**src/rtl/iomem_dma.sv**
```systemverilog
// iomem_dma: single-channel word-copy engine with an iomem config responder and a bus initiator.
// Build option: define IOMEM_DMA_TRIGGER_EN to let a rising edge on trigger start a transfer.
module iomem_dma (
    input  logic        clk,
    input  logic        resetn,
    input  logic        iomem_valid,
    output logic        iomem_ready,
    input  logic [3:0]  iomem_wstrb,
    input  logic [31:0] iomem_addr,
    input  logic [31:0] iomem_wdata,
    output logic [31:0] iomem_rdata,
    output logic        m_valid,
    input  logic        m_ready,
    output logic [3:0]  m_wstrb,
    output logic [31:0] m_addr,
    output logic [31:0] m_wdata,
    input  logic [31:0] m_rdata,
    input  logic        trigger,
    output logic        done
);
    localparam int unsigned AW = 32;
    localparam int unsigned CW = 16;

    typedef enum logic [2:0] {S_IDLE, S_RD, S_RGAP, S_WR, S_WGAP} state_t;

    state_t          state, state_nx;
    logic [AW-1:0]   src, dst, data;
    logic [CW-1:0]   count;
    logic            aborted, abort_pend, trig_en, trig_start;
    logic            done_set, abort_set;
    logic            m_valid_d;
    logic [3:0]      m_wstrb_d;
    logic [AW-1:0]   m_addr_d, m_wdata_d;
    logic [AW-1:0]   src_wr, dst_wr, rd_val;
    logic [CW-1:0]   count_wr;
    logic [1:0]      sel;
    logic            busy, cfg_access, cfg_wr, ctrl_wr;
    logic            start_req, abort_req, done_clr, aborted_clr, rd_hs, wr_hs;
    logic            unused_addr;

    function automatic logic [AW-1:0] merge32(input logic [AW-1:0] old, input logic [AW-1:0] wd,
                                              input logic [3:0] be);
        logic [AW-1:0] r;
        for (int i = 0; i < 4; i++) r[i*8 +: 8] = be[i] ? wd[i*8 +: 8] : old[i*8 +: 8];
        return r;
    endfunction

    assign sel         = iomem_addr[3:2];
    assign unused_addr = ^{iomem_addr[31:4], iomem_addr[1:0]};
    assign busy        = (state != S_IDLE);
    assign cfg_access  = iomem_valid && !iomem_ready;
    assign cfg_wr      = cfg_access && (iomem_wstrb != 4'd0);
    assign ctrl_wr     = cfg_wr && (sel == 2'd3) && iomem_wstrb[0];
    assign start_req   = (ctrl_wr && iomem_wdata[0]) || trig_start;
    assign abort_req   = ctrl_wr && iomem_wdata[4];
    assign done_clr    = ctrl_wr && iomem_wdata[2];
    assign aborted_clr = ctrl_wr && iomem_wdata[5];
    assign rd_hs       = (state == S_RD) && m_ready;
    assign wr_hs       = (state == S_WR) && m_ready;
    assign src_wr      = merge32(src, iomem_wdata, iomem_wstrb);
    assign dst_wr      = merge32(dst, iomem_wdata, iomem_wstrb);
    assign count_wr    = {iomem_wstrb[1] ? iomem_wdata[15:8] : count[15:8],
                          iomem_wstrb[0] ? iomem_wdata[7:0]  : count[7:0]};

    always_comb begin : rd_mux
        rd_val = '0;
        case (sel)
            2'd0:    rd_val = src;
            2'd1:    rd_val = dst;
            2'd2:    rd_val = AW'(count);
            default: rd_val = AW'({aborted, 1'b0, trig_en, done, busy, 1'b0});
        endcase
    end

`ifdef IOMEM_DMA_TRIGGER_EN
    logic trig_q;

    // Trigger edge detector and the trig_en control bit
    always_ff @(posedge clk) begin
        if (!resetn) begin
            trig_q  <= 1'b0;
            trig_en <= 1'b0;
        end else begin
            trig_q <= trigger;
            if (ctrl_wr) trig_en <= iomem_wdata[3];
        end
    end
    assign trig_start = trig_en && trigger && !trig_q;
`else
    logic unused_trigger;
    assign unused_trigger = trigger;
    assign trig_en        = 1'b0;
    assign trig_start     = 1'b0;
`endif

    // State register; bus outputs are registered from the next state
    always_ff @(posedge clk) begin : state_reg
        if (!resetn) begin
            state   <= S_IDLE;
            m_valid <= 1'b0;
            m_wstrb <= '0;
            m_addr  <= '0;
            m_wdata <= '0;
        end else begin
            state   <= state_nx;
            m_valid <= m_valid_d;
            m_wstrb <= m_wstrb_d;
            m_addr  <= m_addr_d;
            m_wdata <= m_wdata_d;
        end
    end

    // An abort lets the in-flight beat finish, then returns to idle
    always_comb begin : next_state_comb
        state_nx  = state;
        done_set  = 1'b0;
        abort_set = 1'b0;
        case (state)
            S_IDLE: if (start_req) begin
                if (count != CW'(0)) state_nx = S_RD;
                else                 done_set = 1'b1;
            end
            S_RD:   if (m_ready) state_nx = abort_pend ? S_IDLE : S_RGAP;
            S_RGAP: state_nx = abort_pend ? S_IDLE : S_WR;
            S_WR:   if (m_ready) state_nx = abort_pend ? S_IDLE : S_WGAP;
            S_WGAP: begin
                if (abort_pend) begin
                    state_nx = S_IDLE;
                end else if (count == CW'(0)) begin
                    state_nx = S_IDLE;
                    done_set = 1'b1;
                end else begin
                    state_nx = S_RD;
                end
            end
            default: state_nx = S_IDLE;
        endcase
        abort_set = abort_pend && busy && (state_nx == S_IDLE);
    end

    always_comb begin : output_comb
        m_valid_d = 1'b0;
        m_wstrb_d = 4'd0;
        m_addr_d  = m_addr;
        m_wdata_d = m_wdata;
        case (state_nx)
            S_RD: begin
                m_valid_d = 1'b1;
                m_addr_d  = src;
            end
            S_WR: begin
                m_valid_d = 1'b1;
                m_wstrb_d = 4'hF;
                m_addr_d  = dst;
                m_wdata_d = data;
            end
            default: ;
        endcase
    end

    // Config registers, responder handshake and working pointers
    always_ff @(posedge clk) begin : regs
        if (!resetn) begin
            src         <= '0;
            dst         <= '0;
            count       <= '0;
            data        <= '0;
            done        <= 1'b0;
            aborted     <= 1'b0;
            abort_pend  <= 1'b0;
            iomem_ready <= 1'b0;
            iomem_rdata <= '0;
        end else begin
            iomem_ready <= cfg_access;
            if (cfg_access) iomem_rdata <= rd_val;
            if (cfg_wr && !busy) begin
                case (sel)
                    2'd0:    src   <= {src_wr[AW-1:2], 2'b00};
                    2'd1:    dst   <= {dst_wr[AW-1:2], 2'b00};
                    2'd2:    count <= count_wr;
                    default: ;
                endcase
            end
            if (rd_hs) data <= m_rdata;
            if (wr_hs) begin
                src   <= src + AW'(4);
                dst   <= dst + AW'(4);
                count <= count - CW'(1);
            end
            if (done_clr)    done    <= 1'b0;
            if (done_set)    done    <= 1'b1;
            if (aborted_clr) aborted <= 1'b0;
            if (abort_set)   aborted <= 1'b1;
            abort_pend <= busy && (state_nx != S_IDLE) && (abort_pend || abort_req);
        end
    end
endmodule
```
**config.mk**
```make
export PLATFORM = sky130hd
export DESIGN_NAME = iomem_dma
export DESIGN_NICKNAME = d
export VERILOG_FILES = /design/src/rtl/iomem_dma.sv
export SDC_FILE = /design/constraint.sdc
export NUM_CORES = 1
export LEC_CHECK = 0
export ABC_AREA = 1
export ABC_CLOCK_PERIOD_IN_PS = 2250
export BUFFER_PORTS_ARGS = -buffer_cell sky130_fd_sc_hd__buf_4
export CORE_AREA = 2 2 169 122
export DETAILED_ROUTE_END_ITERATION = 16
export DIE_AREA = 0 0 171 124
export PLACE_DENSITY = 0.84
export SLEW_MARGIN = 0
export SYNTH_ARGS = -nofsm -noshare
export SYNTH_HDL_FRONTEND = slang
export SYNTH_SLANG_ARGS = --single-unit
```
**constraint.sdc**
```tcl
create_clock -name clk -period 2.25 [get_ports clk]
set_input_delay 0 -clock clk [delete_from_list [all_inputs] [get_ports clk]]
set_output_delay 0 -clock clk [all_outputs]
set_load 0.01 [all_outputs]
```
==> results.txt <==
The number of H-tree branching levels came out at 1. The final routed DRC violation total came out at 0. The aggregate global routing overflow came out at 0. On the critical path, the stage with the largest delay is an instance of sky130_fd_sc_hd__nor2_1. The total power consumption of the routed design came out at 8560 uW. The worst IR drop on VDD is 520 uV. The top cell family by delay on the critical path is simple AND/OR/NAND/NOR gates. The number of nets in the finished design is 2056. Summing all placed instances gives a cell area of 12500 um^2. The required time of the worst setup path came out at 2.66 ns. The die outline area came out at 21200 um^2. The critical path in this run is classified as register to register. The leakage power is 0.00611 uW. The number of antenna violations at the first check in global routing is 0. For this run, the slowest stage of the critical path takes 0.52 ns. The wire length the detailed router placed on met1 came out at 17.5 mm.

The via count is 12700. The clock arrives with 0.0238 ns of skew. The library cell used most frequently in the layout, excluding fill and tap cells, is sky130_fd_sc_hd__nand2_1.

The clock network fraction of design power is 42.3%. The routability congestion estimate came out at 1.02. The sum of net half-perimeters after detailed placement is 27.7 mm. The count of standard-cell rows came out at 43. The worst setup path is captured at a register. The die outline width came out at 171 um. The number of clock buffers inserted by TritonCTS is 21. The largest registers in the layout are data x32, iomem_rdata x32, m_wdata x32.

The root buffer cell is sky130_fd_sc_hd__clkbuf_16. The vertical die dimension is 124 um. The power density over the cells is 606 nW/um^2. The number of buffers added for setup after CTS is 0. The maximum clock insertion buffer count is 3.

In this run, synthesis produced a sequential element count of 211. Summed over all nets, wire length on met2 after detailed routing comes to 17.8 mm. The top achievable clock speed is 0.460 GHz. The detail route stage leaves a number of antenna-violating nets equal to 0. The maximum net fanout on the critical path is 57. At the worst endpoint, the arrival time is 2.58 ns. In the final layout, the multi-input gates occupy 5600 um^2. The clock sink count is 211. Internal power comes to 6300 uW. The area of all sequential standard cells is 4220 um^2. The number of I/O port buffers is 174. Clock-pin slew was measured on the worst setup and hold paths at 0.07 ns. The max-capacitance violation count came out at 0. The run finished with clean final reports. The number of slew-limit violations in the final report is 0. The power dissipated by switching net loads is 2250 uW.

The aggregate routed wire length is 42.1 mm. After detailed routing, the average wire length per cell comes to 18.9 um. The region available for standard cell placement spans 19500 um^2.

The via count normalized by instance count is 5.68. The cell area after synthesis came out at 10800 um^2. Signal routing reaches up to met4. The number of ports placed on the die boundary is 208. The initial cell density of the core is 55.4%. STA classifies the critical path startpoint as a register. TritonCTS built the clock tree.

The first global-routing pass estimated 64.1 mm of wire. For this run, the total global-route usage over all layers was measured as 39.2%. The number of placed instances, taps included, is 2109. The area growth from synthesis to layout came out at 30.9%. The worst min-delay path category is input port to register. The count of non-filler cells in the finished layout came out at 2232. The finished cells cover 14100 um^2. The headroom to the max-slew limit is 50.1%. The portion of total power attributed to sequential cells came out at 45.9%. The yosys synthesis warning count came out at 0. The routed length on met3 is 5.70 mm. The gate count after technology mapping came out at 1697. Net switching is 26.4% of the power. The share of layout cells above drive strength 1 came out at 14.1%. The distinct cell type count after synthesis came out at 32.

At the pin with the least slew margin, the transition time is 0.740 ns. The part of the total power dissipated in combinational logic came out at 11.8%. The smallest clock period supported by the final layout is computed as 2.17 ns. The final number of setup-violating endpoints is 0. The critical path goes through nor3_4, buf_12, nor2_1, inv_1, nand2_1, a21oi_1, nand2_1, inv_1. Counting both buffers and inverters, the worst setup path holds a total of 3. The count of endpoints failing hold in the final timing report came to 0. The average instance area after synthesis is 6.36 um^2. Setup repair after global routing could not meet its margin everywhere. The fraction of the cycle the final worst path needs is 96.6%. The first-pass detailed-route iteration total came out at 7.

Fill cells in the final layout number 1604. The via count of the first global-routing pass is 11700. The repair_antennas step left the layout with diodes totalling 0. The number of design-rule violations left by the first detailed-router iteration is 1780. The clock reaches the later pin of the worst-skew pair after 0.53 ns. In the layout the commonest cells are 372 x sky130_fd_sc_hd__nand2_1, 281 x sky130_fd_sc_hd__nor2_1, 239 x sky130_fd_sc_hd__o21ai_0. The sequential element share of the synthesized area came out at 39.1%.

The pin count of the biggest net entering global routing is 120.
## tightest hold or removal path: stages
cell and delay, ns:
sky130_fd_sc_hd__buf_4 0.10, sky130_fd_sc_hd__nand2_1 0.05, sky130_fd_sc_hd__o21ai_0 0.08, sky130_fd_sc_hd__o21ai_1 0.10, sky130_fd_sc_hd__a21oi_1 0.16
## power groups by stage
stage / logic (uW) / registers (uW) / clock network (uW)
2_1_floorplan: 429 / 4000 / 0
3_3_place_gp: 817 / 4000 / 0
3_5_place_dp: 830 / 4000 / 0
4_1_cts: 955 / 3920 / 3590
5_1_grt: 1090 / 3930 / 3770
6_report: 1010 / 3920 / 3620
## metrics by stage
step                      hold WS (ns)  setup slack, ns  TNS, ns  util (%)
final                           0.0142           0.0755        0      72.5
after global placement           0.277            0.199        0      64.4
after CTS                       0.0309           0.0754        0      72.3
after floorplan                  0.182            0.611        0         -
after global routing            0.0575          -0.0508  -0.0813      72.5
after detailed placement         0.287            0.164        0      64.4
## routing by layer
layer	global-route usage [%]	vias up
met3	12.3	92
met2	60.4	788
met1	53.3	5818
li1	-	5979
met4	10.6	0
met5	0	-
## cell type report
cell class	instances	area share (%)
Tap cell	270	2.39
Sequential cell	211	29.9
Clock inverter	6	0.434
Clock buffer	32	4.44
Timing Repair Buffer	305	18.2
Inverter	185	4.92
Multi-Input combinational cell	1223	39.7
## repair_timing
| item | in CTS | in global routing |
|---|---|---|
| endpoints found under the setup margin | 0 | 30 |
| hold buffers | 85 | 0 |
| gates resized for setup | 0 | 13 |
| endpoints found under the hold margin | 126 | 0 |
## cells by family (layout without fill, tap and decap cells)
kind of cell	Yosys count	count (layout)	share of synthesized area [%]
compound gates	437	437	21.2
flops	211	211	39.1
buf+inv	264	528	9.49
fa+ha+maj	4	4	0.464
xor+xnor	15	15	1.22
mux	4	4	0.371
other cells	1	2	0.0347
simple gates	761	761	28.0
## Yosys cell counts (all sizes together)
library cell,instances,area share (%)
ha,4,0.46
nand3b,2,0.14
inv,182,6.3
mux2i,4,0.37
nor3,7,0.43
o22ai,8,0.46
o21bai,1,0.070
nand3,74,3.4
nor2,291,10
conb,1,0.035
nand2,376,13
buf,14,0.80
o21ai,245,11
dfxtp,211,39
nand4,9,0.52
xor2,12,0.97
or2,2,0.12
xnor2,3,0.24
clkbuf,65,2.3
a31oi,3,0.17
clkinv,3,0.10
o221ai,20,1.6
a21oi,159,7.4
o211ai,1,0.070
## worst paths after layout
| path | cells after the start | slack (ns) | to | startpoint |
|---|---|---|---|---|
| worst max-delay path | 8 | 0.08 | count[11]$_SDFFE_PN0P_ | state[2]$_SDFF_PN0_ |
| worst min-delay path | 5 | 0.01 | count[0]$_SDFFE_PN0P_ | iomem_wdata[0] |
| worst min register to register | 2 | 0.46 | data[1]$_SDFFE_PN0P_ | data[1]$_SDFFE_PN0P_ |
| worst max register to register | 8 | 0.08 | count[11]$_SDFFE_PN0P_ | state[2]$_SDFF_PN0_ |
Note: power is estimated with default switching activity, not from simulation.
